`src/rtl/alu8_pkg.sv`:
```
// Shared definitions for the alu8 sequencer: opcodes, FSM state encoding,
// datapath width and the latched command payload.
package alu8_pkg;

  localparam int unsigned W    = 8;
  localparam int unsigned OP_W = 3;

  localparam logic [OP_W-1:0] OP_ADD  = 3'b000;
  localparam logic [OP_W-1:0] OP_SUB  = 3'b001;
  localparam logic [OP_W-1:0] OP_AND  = 3'b010;
  localparam logic [OP_W-1:0] OP_OR   = 3'b011;
  localparam logic [OP_W-1:0] OP_XOR  = 3'b100;
  localparam logic [OP_W-1:0] OP_SHL  = 3'b101;
  localparam logic [OP_W-1:0] OP_SHR  = 3'b110;
  localparam logic [OP_W-1:0] OP_PASS = 3'b111;

  typedef enum logic [1:0] {
    S_IDLE = 2'd0,
    S_EXEC = 2'd1,
    S_HOLD = 2'd2
  } state_e;

  typedef struct packed {
    logic [OP_W-1:0] op;
    logic [W-1:0]    data;
    logic            ld;
    logic            wb;
  } cmd_t;

endpackage

```
`src/rtl/alu8_seq_if.sv`:
```
// Bundle of the command, result and alu8-facing signals of alu8_seq.
interface alu8_seq_if;
  import alu8_pkg::*;

  logic            cmd_valid;
  logic            cmd_ready;
  logic [OP_W-1:0] cmd_op;
  logic [W-1:0]    cmd_data;
  logic            cmd_ld;
  logic            cmd_wb;

  logic [W-1:0]    alu_a;
  logic [W-1:0]    alu_b;
  logic [OP_W-1:0] alu_op;
  logic [W-1:0]    alu_y;
  logic            alu_z;
  logic            alu_c;
  logic            alu_v;

  logic            res_valid;
  logic            res_ready;
  logic [W-1:0]    res_data;
  logic            res_z;
  logic            res_c;
  logic            res_v;

  logic [W-1:0]    acc;

  modport slave (
    input  cmd_valid, cmd_op, cmd_data, cmd_ld, cmd_wb,
    input  alu_y, alu_z, alu_c, alu_v,
    input  res_ready,
    output cmd_ready, alu_a, alu_b, alu_op,
    output res_valid, res_data, res_z, res_c, res_v, acc
  );

  modport master (
    output cmd_valid, cmd_op, cmd_data, cmd_ld, cmd_wb,
    output alu_y, alu_z, alu_c, alu_v,
    output res_ready,
    input  cmd_ready, alu_a, alu_b, alu_op,
    input  res_valid, res_data, res_z, res_c, res_v, acc
  );

endinterface

```
`src/rtl/alu8_seq.sv`:
```
// Accumulator sequencer in front of an external combinational alu8:
// accepts one command, runs it through the ALU for one cycle, holds the result.
module alu8_seq
  import alu8_pkg::state_e, alu8_pkg::cmd_t, alu8_pkg::S_IDLE,
         alu8_pkg::S_EXEC, alu8_pkg::S_HOLD, alu8_pkg::OP_PASS;
#(
  parameter int unsigned W = 8  // only 8 matches the downstream alu8
) (
  input  logic       clk,
  input  logic       rst,
  alu8_seq_if.slave  bus
);

  state_e       state_q, state_d;
  cmd_t         cmd_q, cmd_d;
  logic [W-1:0] acc_q, acc_d;
  logic [W-1:0] res_data_q, res_data_d;
  logic         res_z_q, res_z_d;
  logic         res_c_q, res_c_d;
  logic         res_v_q, res_v_d;
  logic         res_valid_q, res_valid_d;

  // Next-state, command latch, result capture and accumulator update
  always_comb begin
    state_d     = state_q;
    cmd_d       = cmd_q;
    acc_d       = acc_q;
    res_data_d  = res_data_q;
    res_z_d     = res_z_q;
    res_c_d     = res_c_q;
    res_v_d     = res_v_q;
    res_valid_d = res_valid_q;

    unique case (state_q)
      S_IDLE: begin
        if (bus.cmd_valid) begin
          cmd_d.op   = bus.cmd_op;
          cmd_d.data = bus.cmd_data;
          cmd_d.ld   = bus.cmd_ld;
          cmd_d.wb   = bus.cmd_wb;
          state_d    = S_EXEC;
        end
      end
      S_EXEC: begin
        res_valid_d = 1'b1;
        state_d     = S_HOLD;
        // A load bypasses the ALU entirely and takes precedence over wb
        if (cmd_q.ld) begin
          res_data_d = cmd_q.data;
          res_z_d    = (cmd_q.data == '0);
          res_c_d    = 1'b0;
          res_v_d    = 1'b0;
          acc_d      = cmd_q.data;
        end else begin
          res_data_d = bus.alu_y;
          res_z_d    = bus.alu_z;
          res_c_d    = bus.alu_c;
          res_v_d    = bus.alu_v;
          if (cmd_q.wb) begin
            acc_d = bus.alu_y;
          end
        end
      end
      S_HOLD: begin
        if (bus.res_ready) begin
          res_valid_d = 1'b0;
          state_d     = S_IDLE;
        end
      end
      default: begin
        state_d = S_IDLE;
      end
    endcase
  end

  always_ff @(posedge clk) begin
    if (rst) begin
      state_q     <= S_IDLE;
      cmd_q       <= '0;
      acc_q       <= '0;
      res_data_q  <= '0;
      res_z_q     <= 1'b0;
      res_c_q     <= 1'b0;
      res_v_q     <= 1'b0;
      res_valid_q <= 1'b0;
    end else begin
      state_q     <= state_d;
      cmd_q       <= cmd_d;
      acc_q       <= acc_d;
      res_data_q  <= res_data_d;
      res_z_q     <= res_z_d;
      res_c_q     <= res_c_d;
      res_v_q     <= res_v_d;
      res_valid_q <= res_valid_d;
    end
  end

  // Outside EXEC the ALU idles as a pass-through of ACC
  assign bus.cmd_ready = (state_q == S_IDLE);
  assign bus.alu_a     = acc_q;
  assign bus.alu_b     = (state_q == S_EXEC) ? cmd_q.data : '0;
  assign bus.alu_op    = (state_q == S_EXEC) ? cmd_q.op   : OP_PASS;

  assign bus.res_valid = res_valid_q;
  assign bus.res_data  = res_data_q;
  assign bus.res_z     = res_z_q;
  assign bus.res_c     = res_c_q;
  assign bus.res_v     = res_v_q;
  assign bus.acc       = acc_q;

endmodule

```
`src/flat_wrapper.sv`:
```
// flat-port wrapper written by rule: the top's interface ports become plain ports
module alu8_seq_flat import alu8_pkg::state_e, alu8_pkg::cmd_t, alu8_pkg::S_IDLE,
         alu8_pkg::S_EXEC, alu8_pkg::S_HOLD, alu8_pkg::OP_PASS;
#(
  parameter int unsigned W = 8                                       
)
  (clk, rst, bus_cmd_valid, bus_cmd_op, bus_cmd_data, bus_cmd_ld, bus_cmd_wb, bus_alu_y, bus_alu_z, bus_alu_c, bus_alu_v, bus_res_ready, bus_cmd_ready, bus_alu_a, bus_alu_b, bus_alu_op, bus_res_valid, bus_res_data, bus_res_z, bus_res_c, bus_res_v, bus_acc);
  alu8_seq_if bus_i ();
  input  logic clk;
  input  logic rst;
  input wire logic [$bits(bus_i.cmd_valid)-1:0] bus_cmd_valid;
  input wire logic [$bits(bus_i.cmd_op)-1:0] bus_cmd_op;
  input wire logic [$bits(bus_i.cmd_data)-1:0] bus_cmd_data;
  input wire logic [$bits(bus_i.cmd_ld)-1:0] bus_cmd_ld;
  input wire logic [$bits(bus_i.cmd_wb)-1:0] bus_cmd_wb;
  input wire logic [$bits(bus_i.alu_y)-1:0] bus_alu_y;
  input wire logic [$bits(bus_i.alu_z)-1:0] bus_alu_z;
  input wire logic [$bits(bus_i.alu_c)-1:0] bus_alu_c;
  input wire logic [$bits(bus_i.alu_v)-1:0] bus_alu_v;
  input wire logic [$bits(bus_i.res_ready)-1:0] bus_res_ready;
  output wire logic [$bits(bus_i.cmd_ready)-1:0] bus_cmd_ready;
  output wire logic [$bits(bus_i.alu_a)-1:0] bus_alu_a;
  output wire logic [$bits(bus_i.alu_b)-1:0] bus_alu_b;
  output wire logic [$bits(bus_i.alu_op)-1:0] bus_alu_op;
  output wire logic [$bits(bus_i.res_valid)-1:0] bus_res_valid;
  output wire logic [$bits(bus_i.res_data)-1:0] bus_res_data;
  output wire logic [$bits(bus_i.res_z)-1:0] bus_res_z;
  output wire logic [$bits(bus_i.res_c)-1:0] bus_res_c;
  output wire logic [$bits(bus_i.res_v)-1:0] bus_res_v;
  output wire logic [$bits(bus_i.acc)-1:0] bus_acc;
  assign bus_i.cmd_valid = bus_cmd_valid;
  assign bus_i.cmd_op = bus_cmd_op;
  assign bus_i.cmd_data = bus_cmd_data;
  assign bus_i.cmd_ld = bus_cmd_ld;
  assign bus_i.cmd_wb = bus_cmd_wb;
  assign bus_i.alu_y = bus_alu_y;
  assign bus_i.alu_z = bus_alu_z;
  assign bus_i.alu_c = bus_alu_c;
  assign bus_i.alu_v = bus_alu_v;
  assign bus_i.res_ready = bus_res_ready;
  assign bus_cmd_ready = bus_i.cmd_ready;
  assign bus_alu_a = bus_i.alu_a;
  assign bus_alu_b = bus_i.alu_b;
  assign bus_alu_op = bus_i.alu_op;
  assign bus_res_valid = bus_i.res_valid;
  assign bus_res_data = bus_i.res_data;
  assign bus_res_z = bus_i.res_z;
  assign bus_res_c = bus_i.res_c;
  assign bus_res_v = bus_i.res_v;
  assign bus_acc = bus_i.acc;
  alu8_seq #(.W(W)) u_core (.clk(clk), .rst(rst), .bus(bus_i));
endmodule
```
`config.mk`:
```
export PLATFORM = sky130hd
export DESIGN_NAME = alu8_seq_flat
export DESIGN_NICKNAME = d
export VERILOG_FILES = /design/src/rtl/alu8_pkg.sv /design/src/rtl/alu8_seq_if.sv /design/src/rtl/alu8_seq.sv /design/src/flat_wrapper.sv
export SDC_FILE = /design/constraint.sdc
export NUM_CORES = 1
export LEC_CHECK = 0
export ABC_AREA = 1
export CAP_MARGIN = 10
export CORE_ASPECT_RATIO = 1.75
export CORE_MARGIN = 2
export CORE_UTILIZATION = 45
export CTS_CLUSTER_SIZE = 24
export DETAILED_ROUTE_END_ITERATION = 12
export PLACE_DENSITY = 0.81
export SYNTH_ARGS = -nofsm -noshare
export SYNTH_HDL_FRONTEND = slang
export SYNTH_SLANG_ARGS = --single-unit
```
`constraint.sdc`:
```
create_clock -name clk -period 1.8 [get_ports clk]
set_clock_uncertainty 0.05 [all_clocks]
set_input_delay 0.27 -clock clk [delete_from_list [all_inputs] [get_ports clk]]
set_output_delay 0.27 -clock clk [all_outputs]
set_load 0.05 [all_outputs]
```
==> flow_summary.ini, run 1 <==
[status]
status = finished clean

[floorplan]
io_pins = 68
die_h_um = 82.7
num_rows = 28
start_util = 0.469
dieWidth_um = 49.0
coreArea_sq_um = 3400
dieArea_sq_um = 4050

[synth]
yosys.cell_types.count = 26
synth.top_cell.area_share = 0.440
yosys-top-cells-area = dfxtp_1, nor2_1, nand2_1
yosysSeqAreaShare = 0.440
synth.most_common_cell = nor2_1
avgSynthCellArea_sq_um = 7.93
async_flop_share = 0
synth_area_sq_um = 1590
ys_warn_count = 0
synth-edff-count = 0
syn_nets = 229
yosys.area.top_type = dfxtp_1
synth_commonest_cells = nor2_1, dfxtp_1, nand2_1, a21oi_1, o21ai_1
synth_seq_cells = 35
syn_inst = 201
synth_top_flop_cell = dfxtp_1

[routing]
first_pass_iters = 4
wirelength_um = 3630
avgRoutedWirePerCell_um = 11.9
drc_errors = 0
ant_nets = 0
viasPerCell = 4.77
vias = 1454
first_iter_violations = 13

[global_routing]
grtUsageTotal = 0.192
first_global_vias = 1320
antenna_found_initial = 0
grt_pass1_wl_um = 5870
grt_max_degree = 25
grt-ovfl-total = 0

[placement]
placed_area_sq_um = 2260
io_buffers = 67
place_hpwl_um = 2810
placed_cells = 297
gp_congestion = 0.767
pre_cts_ws_ns = 0.0109

[finish]
final_cells = 305
area_growth_pct = 48.0
final_area_sq_um = 2360
diodes = 0
fillers = 296
drive_above_1_share = 0.246
nets = 287

[worst_setup_path]
cp_max_fo = 3
startpoint_type = flip-flop
r2r_cells = 6
path_buf_inv = 1
crit_family = buffers and inverters
slowest_stage = clkdlybuf4s50_1
max_stage_delay_ns = 0.81
cp.arrival_ns = 1.45
critical_path_cell_count = 1
end_kind = primary output
critical_path.cell_chain = clkdlybuf4s50_1
crit_required_ns = 1.48
path_class = flip-flop to primary output

[clocking]
cts_setup_buffers = 0
cts_made_buffers = 5
ctsHoldBuffers = 0
cts_tree = yes
clockBufferDepth = 2
clkTransAtPathRegs_ns = 0.06
clock_sinks = 35
htree_levels = 2
cts_root_buffer = clkbuf_8
insertion_delay_ns = 0.29

[sta]
hold_viol_final = 0
hold_ws_ns = 0.421
setup_viol = 0
fin_setup_tns_ns = 0
drv_slew = 0
fmax_mhz = 566
worst_pin_slew_ns = 0.811
fin_crit_ns = 1.77
fin_ws_ns = 0.0342
max_slew_margin = 0.459
finalCritPeriodShare = 0.981

[hold_path]
hold_path_class = flip-flop to flip-flop
hold_depth = 2

[power_and_ir_drop]
ir_drop_uv = 561
p_leak_nw = 1.08
powerDensity_nw_per_um2 = 816

[job]
cap_violations = 0
[layout by cell type (no fill, tap or decap), types with 2 or more instances in the layout]
cell type and count:
a21oi_1 17, o21ai_0 6, clkdlybuf4s50_1 32, nor2_2 2
or2_2 2, o21ai_2 10, dlymetal6s2s_1 6, a21oi_2 4
inv_2 3, clkbuf_1 2, buf_4 18, nor2_1 38
nand2_1 26, clkbuf_8 5, nand2_4 2, nand2_2 2
o21ai_1 16, buf_12 12, inv_1 11, dfxtp_1 35
nand3_1 4
[path summary, 6_finish.rpt]
| path | from | slack [ns] | endpoint |
|---|---|---|---|
| worst max-delay path | u_core.bus.acc[1] | 0.03 | bus_acc[1] |
| worst min-delay path | u_core.bus.acc[3] | 0.42 | u_core.bus.acc[3] |
| worst max register to register | u_core.state_q[0] | 0.44 | u_core.bus.acc[1] |
| worst min register to register | u_core.bus.acc[3] | 0.42 | u_core.bus.acc[3] |
[registers in the layout, summed over array words and instances (netlist names)]
name                  count
u_core.state_q            2
u_core.cmd_q             13
u_core.bus.res_valid      1
u_core.bus.res_v          1
u_core.bus.res_z          1
u_core.bus.res_data       8
u_core.bus.res_c          1
u_core.bus.acc            8
[logic make-up (layout without fill, tap and decap cells)]
group                  count (synthesis)  in the layout  share of synthesized area
and+or+nand+nor                       80             80                      0.228
DFF                                   35             35                      0.440
buffers and inverters                 33             92                      0.133
AOI/OAI and AO/OA                     53             53                      0.199
[repair_timing]
item,4_1_cts,5_1_grt
hold endpoints to repair,0,0
setup endpoints to repair,1,6
resized for setup,1,6
[final cells by class]
cell class	instances	area, sq um	area share
multi-input cells	133	681	0.288
repair buffers	69	779	0.330
flip-flops and latches	35	701	0.297
clock inverters	1	5.00	0.00212
well taps	45	56.3	0.0239
inverters	15	61.3	0.0260
clock buffers	7	76.3	0.0323
[layer usage]
metal / vias to the layer above / routed length [um] / track usage / share of wire
li1: 748 / - / - / -
met1: 649 / 1390 / 0.194 / 0.38
met2: 48 / 2000 / 0.358 / 0.55
met3: 9 / 149 / 0.0468 / 0.041
met4: 0 / 95 / 0.111 / 0.026
met5: - / 0 / 0 / 0
[through the flow]
| stage | util | power [mW] |
|---|---|---|
| after floorplan | - | 1.23 |
| after global placement | 0.666 | 1.40 |
| after detailed placement | 0.666 | 1.41 |
| after CTS | 0.690 | 1.94 |
| after global routing | 0.694 | 2.01 |
| final | 0.694 | 1.92 |
[power breakdown]
part,total (mW),internal (mW),switching (mW)
registers,0.859,0.829,0.0300
logic,0.530,0.205,0.325
clock network,0.536,0.271,0.265
Power figures use the tool's default switching activity.
==> inputs of run 2 (changes only) <==
--- a/config.mk
+++ b/config.mk
@@ -6,5 +6,4 @@
 export NUM_CORES = 1
 export LEC_CHECK = 0
-export ABC_AREA = 1
 export CAP_MARGIN = 10
 export CORE_ASPECT_RATIO = 1.75
@@ -13,5 +12,6 @@
 export CTS_CLUSTER_SIZE = 24
 export DETAILED_ROUTE_END_ITERATION = 12
-export PLACE_DENSITY = 0.81
+export PLACE_DENSITY = 0.82
+export SKIP_CTS_REPAIR_TIMING = 1
 export SYNTH_ARGS = -nofsm -noshare
 export SYNTH_HDL_FRONTEND = slang
--- a/constraint.sdc
+++ b/constraint.sdc
@@ -3,3 +3,3 @@
 set_input_delay 0.27 -clock clk [delete_from_list [all_inputs] [get_ports clk]]
 set_output_delay 0.27 -clock clk [all_outputs]
-set_load 0.05 [all_outputs]
+set_load 0.01 [all_outputs]
==> run 2 against run 1 <==
Hold slack worse by 0.018 ns. Non-clock buffer count up 6. Critical path depth up 2. Count of clock-buffer cells in the layout down 1. Clock power up 6.7%. Synthesized cell count down 21%. Power down 5.6%. Die area down 1.9%. Cell area down 0.42%. First-iteration DRC count rose to 2.8 times the previous value. Maximum frequency up 4.0%.
==> flow_summary.ini, run 2 <==
[status]
status = finished clean

[floorplan]
start_util = 0.464
num_rows = 28
die_h_um = 81.9
dieArea_sq_um = 3980
io_pins = 68
dieWidth_um = 48.5
coreArea_sq_um = 3360

[sta]
max_slew_margin = 0.756
setup_viol = 0
hold_viol_final = 0
fin_setup_tns_ns = 0
drv_slew = 0
rsz0062_at_grt = no
worst_pin_slew_ns = 0.356
fmax_mhz = 589
fin_ws_ns = 0.102
finalCritPeriodShare = 0.943
fin_crit_ns = 1.70

[hold_path]
worst_hold_path.endpoint = u_core.bus.res_v
hold_depth = 2
hp-start = u_core.bus.res_v
hold_path_class = flip-flop to flip-flop

[clocking]
insertion_delay_ns = 0.29
cts_root_buffer = clkbuf_8
clkTransAtPathRegs_ns = 0.07
cts_tree = yes
clock_sinks = 35
cts_made_buffers = 5
htree_levels = 2
clockBufferDepth = 2

[worst_setup_path]
crit_family = buffers and inverters
crit_required_ns = 1.48
r2r_cells = 5
cp_max_fo = 5
startpoint_type = flip-flop
critical_path.cell_chain = buf_4, nor2_1, clkdlybuf4s50_1
path_buf_inv = 2
reg2reg_to = u_core.bus.acc[7]
cp.arrival_ns = 1.38
rrSetupSlack_ns = 0.33
path_class = flip-flop to primary output
max_stage_delay_ns = 0.53
cp-startpoint = u_core.state_q[1]
slowest_stage = clkdlybuf4s50_1
end_kind = primary output
r2r_start = u_core.state_q[1]

[synth]
yosysSeqAreaShare = 0.449
avgSynthCellArea_sq_um = 9.82
synth-edff-count = 0
synth.most_common_cell = dfxtp_1
synth_top_flop_cell = dfxtp_1
synth.top_cell.area_share = 0.449
synth_commonest_cells = dfxtp_1, nor2_1, mux2i_1, a21oi_1, buf_4
yosys-top-cells-area = dfxtp_1, mux2i_1, nor2_1
async_flop_share = 0
synth_seq_cells = 35
yosys.area.top_type = dfxtp_1
synth_area_sq_um = 1560
syn_inst = 159
syn_nets = 187
ys_warn_count = 0
yosys.cell_types.count = 26

[finish]
nets = 249
final_cells = 266
mostFrequentLayoutCells = clkdlybuf4s50_1, dfxtp_1, nor2_1
diodes = 0
layout_commonest_cell = clkdlybuf4s50_1
area_growth_pct = 50.5
largest_reg_flops = 13
drive_above_1_share = 0.113
top_register = u_core.cmd_q

[power_and_ir_drop]
powerDensity_nw_per_um2 = 773
p_leak_nw = 1.00
ir_drop_uv = 705
power.total_mw = 1.82

[global_routing]
antenna_found_initial = 0
grt_pass1_wl_um = 6430
grtUsageTotal = 0.216
grt-ovfl-total = 0
first_global_vias = 1373
grt_max_degree = 36

[routing]
vias = 1366
ant_nets = 0
first_iter_violations = 37
wirelength_um = 4080
avgRoutedWirePerCell_um = 15.4
first_pass_iters = 4
viasPerCell = 5.14
drc_errors = 0

[placement]
pre_cts_ws_ns = 0.144
gp_congestion = 0.821
placed_cells = 259
io_buffers = 67
place_hpwl_um = 3060

[job]
cap_violations = 0
## run 2: cell types whose count changed in the layout (fill, tap and decap cells not counted), sizes merged, moves of 9 or more
| cell | delta |
|---|---|
| a211oi | +17 |
| a21oi | -10 |
| and2 | +9 |
| buf | -22 |
| clkdlybuf4s50 | +24 |
| inv | -14 |
| mux2i | +21 |
| nand2 | -28 |
| nor2 | -15 |
| o21ai | -31 |
## run 2: layer usage
layer | vias up | share of wire | track usage
met2 | 48 | 0.58 | 0.414
met1 | 646 | 0.34 | 0.201
met3 | 13 | 0.051 | 0.0655
met4 | 0 | 0.031 | 0.126
met5 | - | 0 | 0
li1 | 659 | - | -
## run 2: cell families after synthesis
| family | count (synthesis) | synth area share |
|---|---|---|
| buffers and inverters | 21 | 0.0913 |
| DFF | 35 | 0.449 |
| muxes | 21 | 0.135 |
| AOI/OAI and AO/OA | 30 | 0.151 |
| and+or+nand+nor | 52 | 0.174 |
## run 2: through the flow
stage | util | instance area (sq um) | hold slack (ns)
global placement | 0.664 | 2230 | 0.391
CTS | 0.690 | 2320 | 0.402
finish | 0.699 | 2350 | 0.403
global route | 0.699 | 2350 | 0.446
floorplan | - | 1560 | 0.367
detailed placement | 0.664 | 2230 | 0.395
## run 2: tightest hold or removal path, cell delays in order (launching register included)
cell     delay (ns)
dfxtp_1        0.31
nand2_1        0.05
a21oi_1        0.05
## run 2: how the worst max path moves through the flow
stage	end	slack, ns	depth (start not counted)
final	bus_cmd_ready	0.10	3
after global routing	bus_cmd_ready	0.06	3
after CTS	bus_alu_b[6]	-0.19	4
after detailed placement	bus_alu_b[6]	0.14	4
after global placement	bus_alu_b[0]	0.19	4
after floorplan	bus_alu_b[3]	0.49	3
## run 2: report_power, final
group | leakage (nW) | switching (mW) | internal [mW]
clock | 0.0470 | 0.272 | 0.300
sequential | 0.287 | 0.0368 | 0.824
combinational | 0.671 | 0.168 | 0.217
total | 1.00 | 0.477 | 1.34
## run 2: layout make-up
type / count / area (sq um)
fillers: 277 / 1010
repair buffers: 75 / 783
multi-input cells: 103 / 718
flip-flops and latches: 35 / 701
clock buffers: 6 / 82.6
well taps: 45 / 56.3
clock inverters: 1 / 5.00
inverters: 1 / 3.75
